File: config.mk
export PLATFORM = sky130hd
export DESIGN_NAME = chi_slice_stage_flat
export DESIGN_NICKNAME = d
export VERILOG_FILES = /design/src/rtl/chi_slice_if.sv /design/src/rtl/chi_slice_stage.sv /design/src/flat_wrapper.sv
export SDC_FILE = /design/constraint.sdc
export NUM_CORES = 1
export LEC_CHECK = 0
export CAP_MARGIN = 30
export CORE_ASPECT_RATIO = 1.1
export CORE_MARGIN = 1
export CORE_UTILIZATION = 35
export CTS_CLUSTER_DIAMETER = 100
export DETAILED_ROUTE_END_ITERATION = 8
export HOLD_SLACK_MARGIN = 0.08
export REMOVE_ABC_BUFFERS = 1
export SLEW_MARGIN = 40
export SYNTH_ARGS = -nofsm -noshare
export SYNTH_HDL_FRONTEND = slang
export SYNTH_SLANG_ARGS = --single-unit
File: constraint.sdc
create_clock -name clk -period 3.7 [get_ports clk]
set_input_delay 0.74 -clock clk [delete_from_list [all_inputs] [get_ports clk]]
set_output_delay 0.74 -clock clk [all_outputs]
set_load 0.05 [all_outputs]
File: src/rtl/chi_slice_if.sv
// Slice bus between the upstream slice source, the Chi stage and the iota stage.
//   inValid/in/inReady          : upstream slice handshake (25-bit slice, bit i = 5*y + x)
//   outValid/out/sliceIdx/outReady : Chi result handshake towards the iota stage
// slave  : view taken by the Chi stage
// master : view taken by the surrounding logic (or a testbench)
interface chi_slice_if;
    localparam int unsigned SLICE_W = 25;
    localparam int unsigned IDX_W   = 6;

    logic               inValid;
    logic [SLICE_W-1:0] in;
    logic               inReady;
    logic               outValid;
    logic [SLICE_W-1:0] out;
    logic [IDX_W-1:0]   sliceIdx;
    logic               outReady;

    modport slave (
        input  inValid, in, outReady,
        output inReady, outValid, out, sliceIdx
    );

    modport master (
        output inValid, in, outReady,
        input  inReady, outValid, out, sliceIdx
    );
endinterface

File: src/rtl/chi_slice_stage.sv
// Slice-serial Keccak Chi step: one 25-bit slice per cycle, single-entry output
// register feeding the iota stage, pulses done when the last slice of a round is consumed.
//   clk   : clock, rising edge
//   rst   : asynchronous active-low reset
//   start : begin a round (sampled only in IDLE)
//   bus   : slice in/out handshakes (chi_slice_if.slave)
//   busy  : round in progress (RUN or DRAIN)
//   done  : one-cycle pulse on the final consume of a round (combinational)
module chi_slice_stage #(
    parameter int unsigned SLICES = 64
) (
    input  logic        clk,
    input  logic        rst,
    input  logic        start,
    chi_slice_if.slave  bus,
    output logic        busy,
    output logic        done
);
    localparam int unsigned SLICE_W = 25;
    localparam int unsigned CNT_W   = 6;

    typedef enum logic [1:0] {
        IDLE  = 2'd0,
        RUN   = 2'd1,
        DRAIN = 2'd2
    } state_e;

    state_e             state_q, state_d;
    logic [CNT_W-1:0]   cnt_q, cnt_d;
    logic [CNT_W-1:0]   idx_q, idx_d;
    logic [SLICE_W-1:0] out_q, out_d;
    logic               vld_q, vld_d;

    logic in_ready_c;
    logic accept_c;
    logic consume_c;
    logic last_c;

    // Row-wise Chi using rotated copies of each 5-bit row: rot1[x]=row[x+1], rot2[x]=row[x+2].
    function automatic logic [SLICE_W-1:0] chi(input logic [SLICE_W-1:0] a);
        logic [SLICE_W-1:0] r;
        logic [4:0]         row;
        logic [4:0]         rot1;
        logic [4:0]         rot2;
        r = '0;
        for (int y = 0; y < 5; y++) begin
            row  = a[5*y +: 5];
            rot1 = {row[0], row[4:1]};
            rot2 = {row[1:0], row[4:2]};
            r[5*y +: 5] = row ^ (~rot1 & rot2);
        end
        return r;
    endfunction

    // Next-state, handshake and output-register update.
    always_comb begin
        state_d = state_q;
        cnt_d   = cnt_q;
        idx_d   = idx_q;
        out_d   = out_q;
        vld_d   = vld_q;

        in_ready_c = (state_q == RUN) && (!vld_q || bus.outReady);
        accept_c   = in_ready_c && bus.inValid;
        consume_c  = vld_q && bus.outReady;
        last_c     = (cnt_q == CNT_W'(SLICES - 1));

        // An accept reloads the register even when the old entry is consumed in the same cycle.
        if (accept_c) begin
            out_d = chi(bus.in);
            idx_d = cnt_q;
            vld_d = 1'b1;
            cnt_d = last_c ? '0 : cnt_q + CNT_W'(1);
        end else if (consume_c) begin
            vld_d = 1'b0;
        end

        unique case (state_q)
            IDLE: begin
                if (start) begin
                    state_d = RUN;
                    cnt_d   = '0;
                    vld_d   = 1'b0;
                end
            end
            RUN: begin
                if (accept_c && last_c) begin
                    state_d = DRAIN;
                end
            end
            DRAIN: begin
                if (consume_c) begin
                    state_d = IDLE;
                end
            end
            default: state_d = IDLE;
        endcase
    end

    // State and output register.
    always_ff @(posedge clk or negedge rst) begin
        if (!rst) begin
            state_q <= IDLE;
            cnt_q   <= '0;
            idx_q   <= '0;
            out_q   <= '0;
            vld_q   <= 1'b0;
        end else begin
            state_q <= state_d;
            cnt_q   <= cnt_d;
            idx_q   <= idx_d;
            out_q   <= out_d;
            vld_q   <= vld_d;
        end
    end

    assign bus.inReady  = in_ready_c;
    assign bus.outValid = vld_q;
    assign bus.out      = out_q;
    assign bus.sliceIdx = idx_q;
    assign busy         = (state_q == RUN) || (state_q == DRAIN);
    assign done         = (state_q == DRAIN) && consume_c;
endmodule

File: src/flat_wrapper.sv
// flat-port wrapper written by rule: the top's interface ports become plain ports
module chi_slice_stage_flat 
#(
    parameter int unsigned SLICES = 64
)
  (clk, rst, start, busy, done, bus_inValid, bus_in, bus_outReady, bus_inReady, bus_outValid, bus_out, bus_sliceIdx);
  chi_slice_if bus_i ();
  input  logic clk;
  input  logic rst;
  input  logic start;
  output logic busy;
  output logic done;
  input wire logic [$bits(bus_i.inValid)-1:0] bus_inValid;
  input wire logic [$bits(bus_i.in)-1:0] bus_in;
  input wire logic [$bits(bus_i.outReady)-1:0] bus_outReady;
  output wire logic [$bits(bus_i.inReady)-1:0] bus_inReady;
  output wire logic [$bits(bus_i.outValid)-1:0] bus_outValid;
  output wire logic [$bits(bus_i.out)-1:0] bus_out;
  output wire logic [$bits(bus_i.sliceIdx)-1:0] bus_sliceIdx;
  assign bus_i.inValid = bus_inValid;
  assign bus_i.in = bus_in;
  assign bus_i.outReady = bus_outReady;
  assign bus_inReady = bus_i.inReady;
  assign bus_outValid = bus_i.outValid;
  assign bus_out = bus_i.out;
  assign bus_sliceIdx = bus_i.sliceIdx;
  chi_slice_stage #(.SLICES(SLICES)) u_core (.clk(clk), .rst(rst), .start(start), .bus(bus_i), .busy(busy), .done(done));
endmodule
==> results.md, run 1 <==
- Status: finished, final reports clean
- Post-synthesis sequential area ratio: 49.6%
- PortBufs: 64
- Top cells by count, synth: 49 x sky130_fd_sc_hd__nand2_1, 40 x sky130_fd_sc_hd__dfrtp_1, 27 x sky130_fd_sc_hd__xnor2_1, 26 x sky130_fd_sc_hd__nor2b_1, 25 x sky130_fd_sc_hd__o21ai_0
- Clock skew after layout: 0.00443 ns
- Top FF cell, synth: sky130_fd_sc_hd__dfrtp_1
- WP data arrival: 2.50 ns
- Fraction of final layout cells with drive strength greater than 1: 4.32%
- Critical path startpoint category: primary input
- DR vias: 1551
- Row cnt: 28
- Diodes inserted: 0
- Final slew viol count: 0
- IO Count: 65
- Max Clock Freq: 309 MHz
- Placeable core region: 5470 µm²
- CTS max path bufs: 2
- Violation count after the first detailed-routing iteration: 40
- Area growth, synth to finish: 40.0%
- Setup Slack @ Placement: 0.489 ns
- Unrepaired setup endpoints after global routing: false
- Horizontal die dimension: 74.4 µm
- Number of endpoints with negative hold slack in the final report: 0
- Post-Syn Instances: 212
- DIE AREA: 6070 µm²
- Worst max-slew margin expressed relative to the limit: 64.6%
- Count of antenna-violating nets left after detailed routing: 0
- Buffers inserted during post-CTS setup optimization: 0
- Final cycle utilization of the critical path: 87.4%
- Placed insts: 345
- Overflow after GRT: 0
- Hold bufs inserted after CTS: 0
- Synthesis warning total: 0
- Post-route insts no fill: 353
- Effective utilization at floorplan: 36.9%
- Average footprint of a synthesized cell: 9.51 µm²
- Required @ worst endpoint: 2.96 ns
- Global-route wire length before repair: 6690 µm
- Total power density per cell area: 794 nW/µm²
- Slew at the pin closest to its max-slew limit: 0.529 ns
- Number of global-route vias before repair: 1557
- Internal reg-to-reg setup slack: 1.45 ns
- CTS root buf: sky130_fd_sc_hd__clkbuf_8
- Clk slew on worst S/H paths: 0.08 ns
- Final routed wirelength across all metal layers: 3930 µm
- Max VDD drop: 0.414 mV
- Max H-tree Level: 2
- Clock insertion delay at the later pin of the skew report: 0.29 ns
- EDFF count, synth: 0
- Detailed-routing iteration count for the pre-antenna-repair pass: 4
- Worst-path fanout max: 6
- Flip-flop and latch count after synthesis: 40
- TritonCTS clock tree: done
- Synth top area share: 49.6%
- Count leader, synth: sky130_fd_sc_hd__nand2_1
- Antenna violations before repair: 0
- Top cells by area, synth: sky130_fd_sc_hd__dfrtp_1 50%, sky130_fd_sc_hd__xnor2_1 12%, sky130_fd_sc_hd__nand2_1 9.1%
- Fin util: 51.6%
- Max-Cap Viols: 0
- Leakage: 1.20 nW
- Worst setup slack after layout: 0.465 ns
- Die Y: 81.6 µm
- Share of async-settable or async-resettable flops after synthesis: 100%
- Global placer's final weighted congestion: 0.702
- # DRC: 0
- Area of the mapped netlist: 2020 µm²
- Library cell with the largest summed area after synthesis: sky130_fd_sc_hd__dfrtp_1
- Pin count of the biggest net entering global routing: 50
- Setup TNS after final layout: 0 ns
- Average wire length per cell after detail routing: 11.1 µm
- Vias per Instance: 4.39
- Net count reported at finish: 313
- GRT Resource Usage Total: 14.3%
- Detail Placement HPWL: 2890 µm
- Worst Path Class, Setup: primary input to output pin
- Count of final setup violators: 0
- Critical path endpoint category: output pin
- Final Critical Period: 3.24 ns
- Clock sinks: 40
- Reg2Reg Depth: 6
- TritonCTS Buffers: 5
- # resized after CTS: 0
- Class of the worst hold path: primary input to async pin
- Distinct cells, synth: 24
[flip-flops by register name (all words and copies together), names as in the netlist]
| register | flops |
|---|---|
| u_core.bus.out | 25 |
| u_core.bus.outValid | 1 |
| u_core.state_q | 2 |
| u_core.cnt_q | 6 |
| u_core.bus.sliceIdx | 6 |
[report_power, final]
part           switching, mW  internal (mW)  total, mW
logic                  0.826          0.426       1.25
clock network          0.148          0.149      0.297
registers             0.0944          0.597      0.692
total                   1.07           1.17       2.24
[area by class of cell]
class	count	area (µm²)
fill	538	2640
sequential	40	1000
multi-input combinational	163	982
timing repair buffer	65	646
tap	75	93.8
clock buffer	6	82.6
clock inverter	2	10.0
inverter	2	7.51
[cell families (layout without fill, tap and decap cells)]
kind of cell	count (synthesis)	in the layout	synth area share, %
flops	40	40	49.6
compound gates	30	30	7.82
simple gates	96	96	23.4
fa+ha+maj	6	6	3.72
buf+inv	9	75	1.68
mux	2	2	1.12
xor+xnor	29	29	12.6
[placed cells by master (no fill, tap or decap), drive strengths merged, types with 3 or more instances in the layout]
cell type      netlist  layout
clkbuf               7       6
xnor2               27      27
o21ai               25      25
nand2               49      49
nand3                3       3
nor2                 6       6
clkdlybuf4s50        0      63
and2                 4       4
a21oi                3       3
ha                   6       6
nor2b               27      27
dfrtp               40      40
[layer usage]
layer	part of all wire (%)	GRT usage (%)
met3	6.4	4.54
met4	1.5	6.23
met1	44	17.5
met5	0	0
met2	48	23.2
[critical path: stages]
cell and delay [ns]:
sky130_fd_sc_hd__clkdlybuf4s50_1 0.55, sky130_fd_sc_hd__nand2b_1 0.25, sky130_fd_sc_hd__and2_1 0.16, sky130_fd_sc_hd__clkdlybuf4s50_1 0.79
[per-stage QoR]
step                total power [mW]  instance area (µm²)  hold WS (ns)
CTS                             2.27                 2820         0.440
detailed placement              1.97                 2730         0.461
global placement                1.95                 2730         0.459
global route                    2.39                 2820         0.453
floorplan                       1.53                 1990         0.444
finish                          2.24                 2820         0.410
[final timing paths]
kind / endpoint / from
worst max-delay path: bus_inReady / bus_outReady
worst min-delay path: u_core.bus.out[12] / rst
worst max register to register: u_core.state_q[1] / u_core.state_q[1]
worst min register to register: u_core.bus.out[23] / u_core.bus.out[23]
max in group asynchronous: u_core.bus.out[1] / rst
min in group clk: u_core.bus.out[23] / u_core.bus.out[23]
Power figures use the tool's default switching activity.
==> inputs of run 2 (changes only) <==
--- a/config.mk
+++ b/config.mk
@@ -13,6 +13,7 @@
 export DETAILED_ROUTE_END_ITERATION = 8
 export HOLD_SLACK_MARGIN = 0.08
 export REMOVE_ABC_BUFFERS = 1
+export SKIP_LAST_GASP = 1
 export SLEW_MARGIN = 40
 export SYNTH_ARGS = -nofsm -noshare
 export SYNTH_HDL_FRONTEND = slang
==> results of run 2 <==
Same layout as run 1: the final DEF is identical, and so are final timing and power.
==> inputs of run 3 (changes only) <==
--- a/config.mk
+++ b/config.mk
@@ -12,6 +12,7 @@
 export CTS_CLUSTER_DIAMETER = 100
 export DETAILED_ROUTE_END_ITERATION = 8
 export HOLD_SLACK_MARGIN = 0.08
+export MAX_ROUTING_LAYER = met4
 export REMOVE_ABC_BUFFERS = 1
 export SKIP_LAST_GASP = 1
 export SLEW_MARGIN = 40
==> run 3 against run 2 <==
Compared with the run above: clock power barely moved; critical endpoint unchanged; cell count did not move; utilization did not move; routed wire length about the same; clock skew rose by 0.0010 ns; first-iteration DRC count rose by 5.0%; register-to-register slack about the same.
==> results.md, run 3 (synthesis results as in run 1) <==
- Status: finished, final reports clean
- Clock share of power: 13.3% (about the same)
- Max VDD drop: 0.414 mV (about the same)
- Slew at the pin closest to its max-slew limit: 0.529 ns (unchanged)
- Relative contribution of sequential cells to total power: 30.9% (about the same)
- Final cycle utilization of the critical path: 87.0% (-0.46 points)
- Diodes inserted: 0 (unchanged)
- DIE AREA: 6070 µm² (unchanged)
- Worst path most repeated cell: sky130_fd_sc_hd__clkdlybuf4s50_1
- WP data arrival: 2.48 ns (-0.02 ns)
- Worst-path fanout max: 6 (unchanged)
- CTS max path bufs: 2 (unchanged)
- Largest register FFs: 25 (unchanged)
- Int Power: 1.17 mW (about the same)
- Average wire length per cell after detail routing: 11.1 µm (about the same)
- Worst max-slew margin expressed relative to the limit: 64.6% (unchanged)
- Critical path endpoint category: output pin
- Dpl cell area: 2730 µm² (unchanged)
- TritonCTS clock tree: done
- Number of global-route vias before repair: 1557 (unchanged)
- Final Critical Period: 3.22 ns (-0.0170 ns)
- CTS root buf: sky130_fd_sc_hd__clkbuf_8
- DR vias: 1554 (+0.19%)
- Combinational Power Share: 55.9% (about the same)
- Vias per Instance: 4.40 (+0.19%)
- Total Power: 2.24 mW (about the same)
- Placeable core region: 5470 µm² (unchanged)
- IO Count: 65 (unchanged)
- Cell Chain, Critical Path: clkdlybuf4s50_1 -> nand2b_1 -> and2_1 -> clkdlybuf4s50_1
- Net count reported at finish: 313 (unchanged)
- Cell type of the slowest stage on the worst timing path: sky130_fd_sc_hd__clkdlybuf4s50_1
- Hold bufs inserted after CTS: 0 (unchanged)
- Detail Placement HPWL: 2890 µm (unchanged)
- Leakage: 1.20 nW (unchanged)
- Critical path startpoint category: primary input
- Slowest cell delay on critical path: 0.79 ns (about the same)
- # DRC: 0 (unchanged)
- Worst path buffer plus inverter count: 2 (unchanged)
- Antenna violations before repair: 0 (unchanged)
- Overflow after GRT: 0 (unchanged)
- Class of the worst hold path: primary input to async pin
- Die Y: 81.6 µm (unchanged)
- Fin util: 51.6% (unchanged)
- Clock insertion delay at the later pin of the skew report: 0.29 ns (about the same)
- Area growth, synth to finish: 40.0% (unchanged)
- PortBufs: 64 (unchanged)
- TritonCTS Buffers: 5 (unchanged)
- Total power density per cell area: 794 nW/µm² (about the same)
- Final slew viol count: 0 (unchanged)
- Max H-tree Level: 2 (unchanged)
- Clock sinks: 40 (unchanged)
- Sw power: 1.07 mW (about the same)
- Kind of cell with the highest combined delay on the critical path: buffers and inverters
- Worst Path Class, Setup: primary input to output pin
- Violation count after the first detailed-routing iteration: 42 (+5.0%)
- Count of final setup violators: 0 (unchanged)
- Global placer's final weighted congestion: 0.710 (+1.1%)
- Global-route wire length before repair: 6690 µm (unchanged)
- Post-route insts no fill: 353 (unchanged)
- Final instance area: 2820 µm² (unchanged)
- Final routed wirelength across all metal layers: 3930 µm (about the same)
- Most common library cell in the layout ignoring fill and taps: sky130_fd_sc_hd__clkdlybuf4s50_1
- Setup TNS after final layout: 0 ns (unchanged)
- Placed insts: 345 (unchanged)
- Leading cell types in the layout, fill and taps excluded: 63 x sky130_fd_sc_hd__clkdlybuf4s50_1, 49 x sky130_fd_sc_hd__nand2_1, 40 x sky130_fd_sc_hd__dfrtp_1
- # resized after CTS: 0 (unchanged)
- Count of antenna-violating nets left after detailed routing: 0 (unchanged)
- Number of endpoints with negative hold slack in the final report: 0 (unchanged)
- GRT Resource Usage Total: 14.7% (+0.41 points)
- Horizontal die dimension: 74.4 µm (unchanged)
- Max-Cap Viols: 0 (unchanged)
- Required @ worst endpoint: 2.96 ns (about the same)
- Buffers inserted during post-CTS setup optimization: 0 (unchanged)
- Effective utilization at floorplan: 36.9% (unchanged)
- Switching fraction of total power: 47.7% (about the same)
- Max Clock Freq: 311 MHz (+0.53%)
- Pin count of the biggest net entering global routing: 50 (unchanged)
- Clk slew on worst S/H paths: 0.08 ns (about the same)
- Detailed-routing iteration count for the pre-antenna-repair pass: 4 (unchanged)
- Fraction of final layout cells with drive strength greater than 1: 4.32% (unchanged)
- Clock skew after layout: 0.00545 ns (+0.00102 ns)
- Row cnt: 28 (unchanged)
- Unrepaired setup endpoints after global routing: false
## run 3: cell counts in the layout (fill, tap and decap cells not counted)
Identical to the previous run, type by type.
## run 3: final cells by class
cell class | instances | area, µm²
fillers | 538 | 2640
flip-flops and latches | 40 | 1000
multi-input cells | 163 | 982
repair buffers | 65 | 646
well taps | 75 | 93.8
clock buffers | 6 | 82.6
clock inverters | 2 | 10.0
inverters | 2 | 7.51
## run 3: path summary, 6_finish.rpt
check	slack, ns	start	to	depth (start not counted)
worst max-delay path	0.48	bus_outReady	bus_inReady	4
min in group clk	0.48	u_core.bus.out[23]	u_core.bus.out[23]	2
max in group asynchronous	2.93	rst	u_core.bus.out[1]	1
worst max register to register	1.45	u_core.state_q[1]	u_core.state_q[1]	6
worst min register to register	0.48	u_core.bus.out[23]	u_core.bus.out[23]	2
worst min-delay path	0.41	rst	u_core.bus.out[12]	1
## run 3: per-layer routing
layer | wire length [µm] | vias up | global-route usage [%]
li1 | - | 811 | -
met2 | 1880 | 35 | 23.2
met5 | 0 | - | -
met1 | 1740 | 701 | 17.6
met4 | 71 | 0 | 6.23
met3 | 239 | 7 | 4.29
## run 3: power by group through the flow
stage                     Combinational [mW]  Sequential, mW  Clock [mW]
after global routing                    1.35           0.713       0.329
final                                   1.25           0.692       0.297
after floorplan                        0.355            1.17           0
after global placement                  1.25           0.699           0
after CTS                               1.27           0.696       0.309
after detailed placement                1.27           0.701           0
## run 3: stage by stage
step                hold WS (ns)  worst slack [ns]
floorplan                  0.444              1.58
global placement           0.459             0.508
detailed placement         0.461             0.489
CTS                        0.440             0.482
global route               0.453             0.382
finish                     0.410             0.482
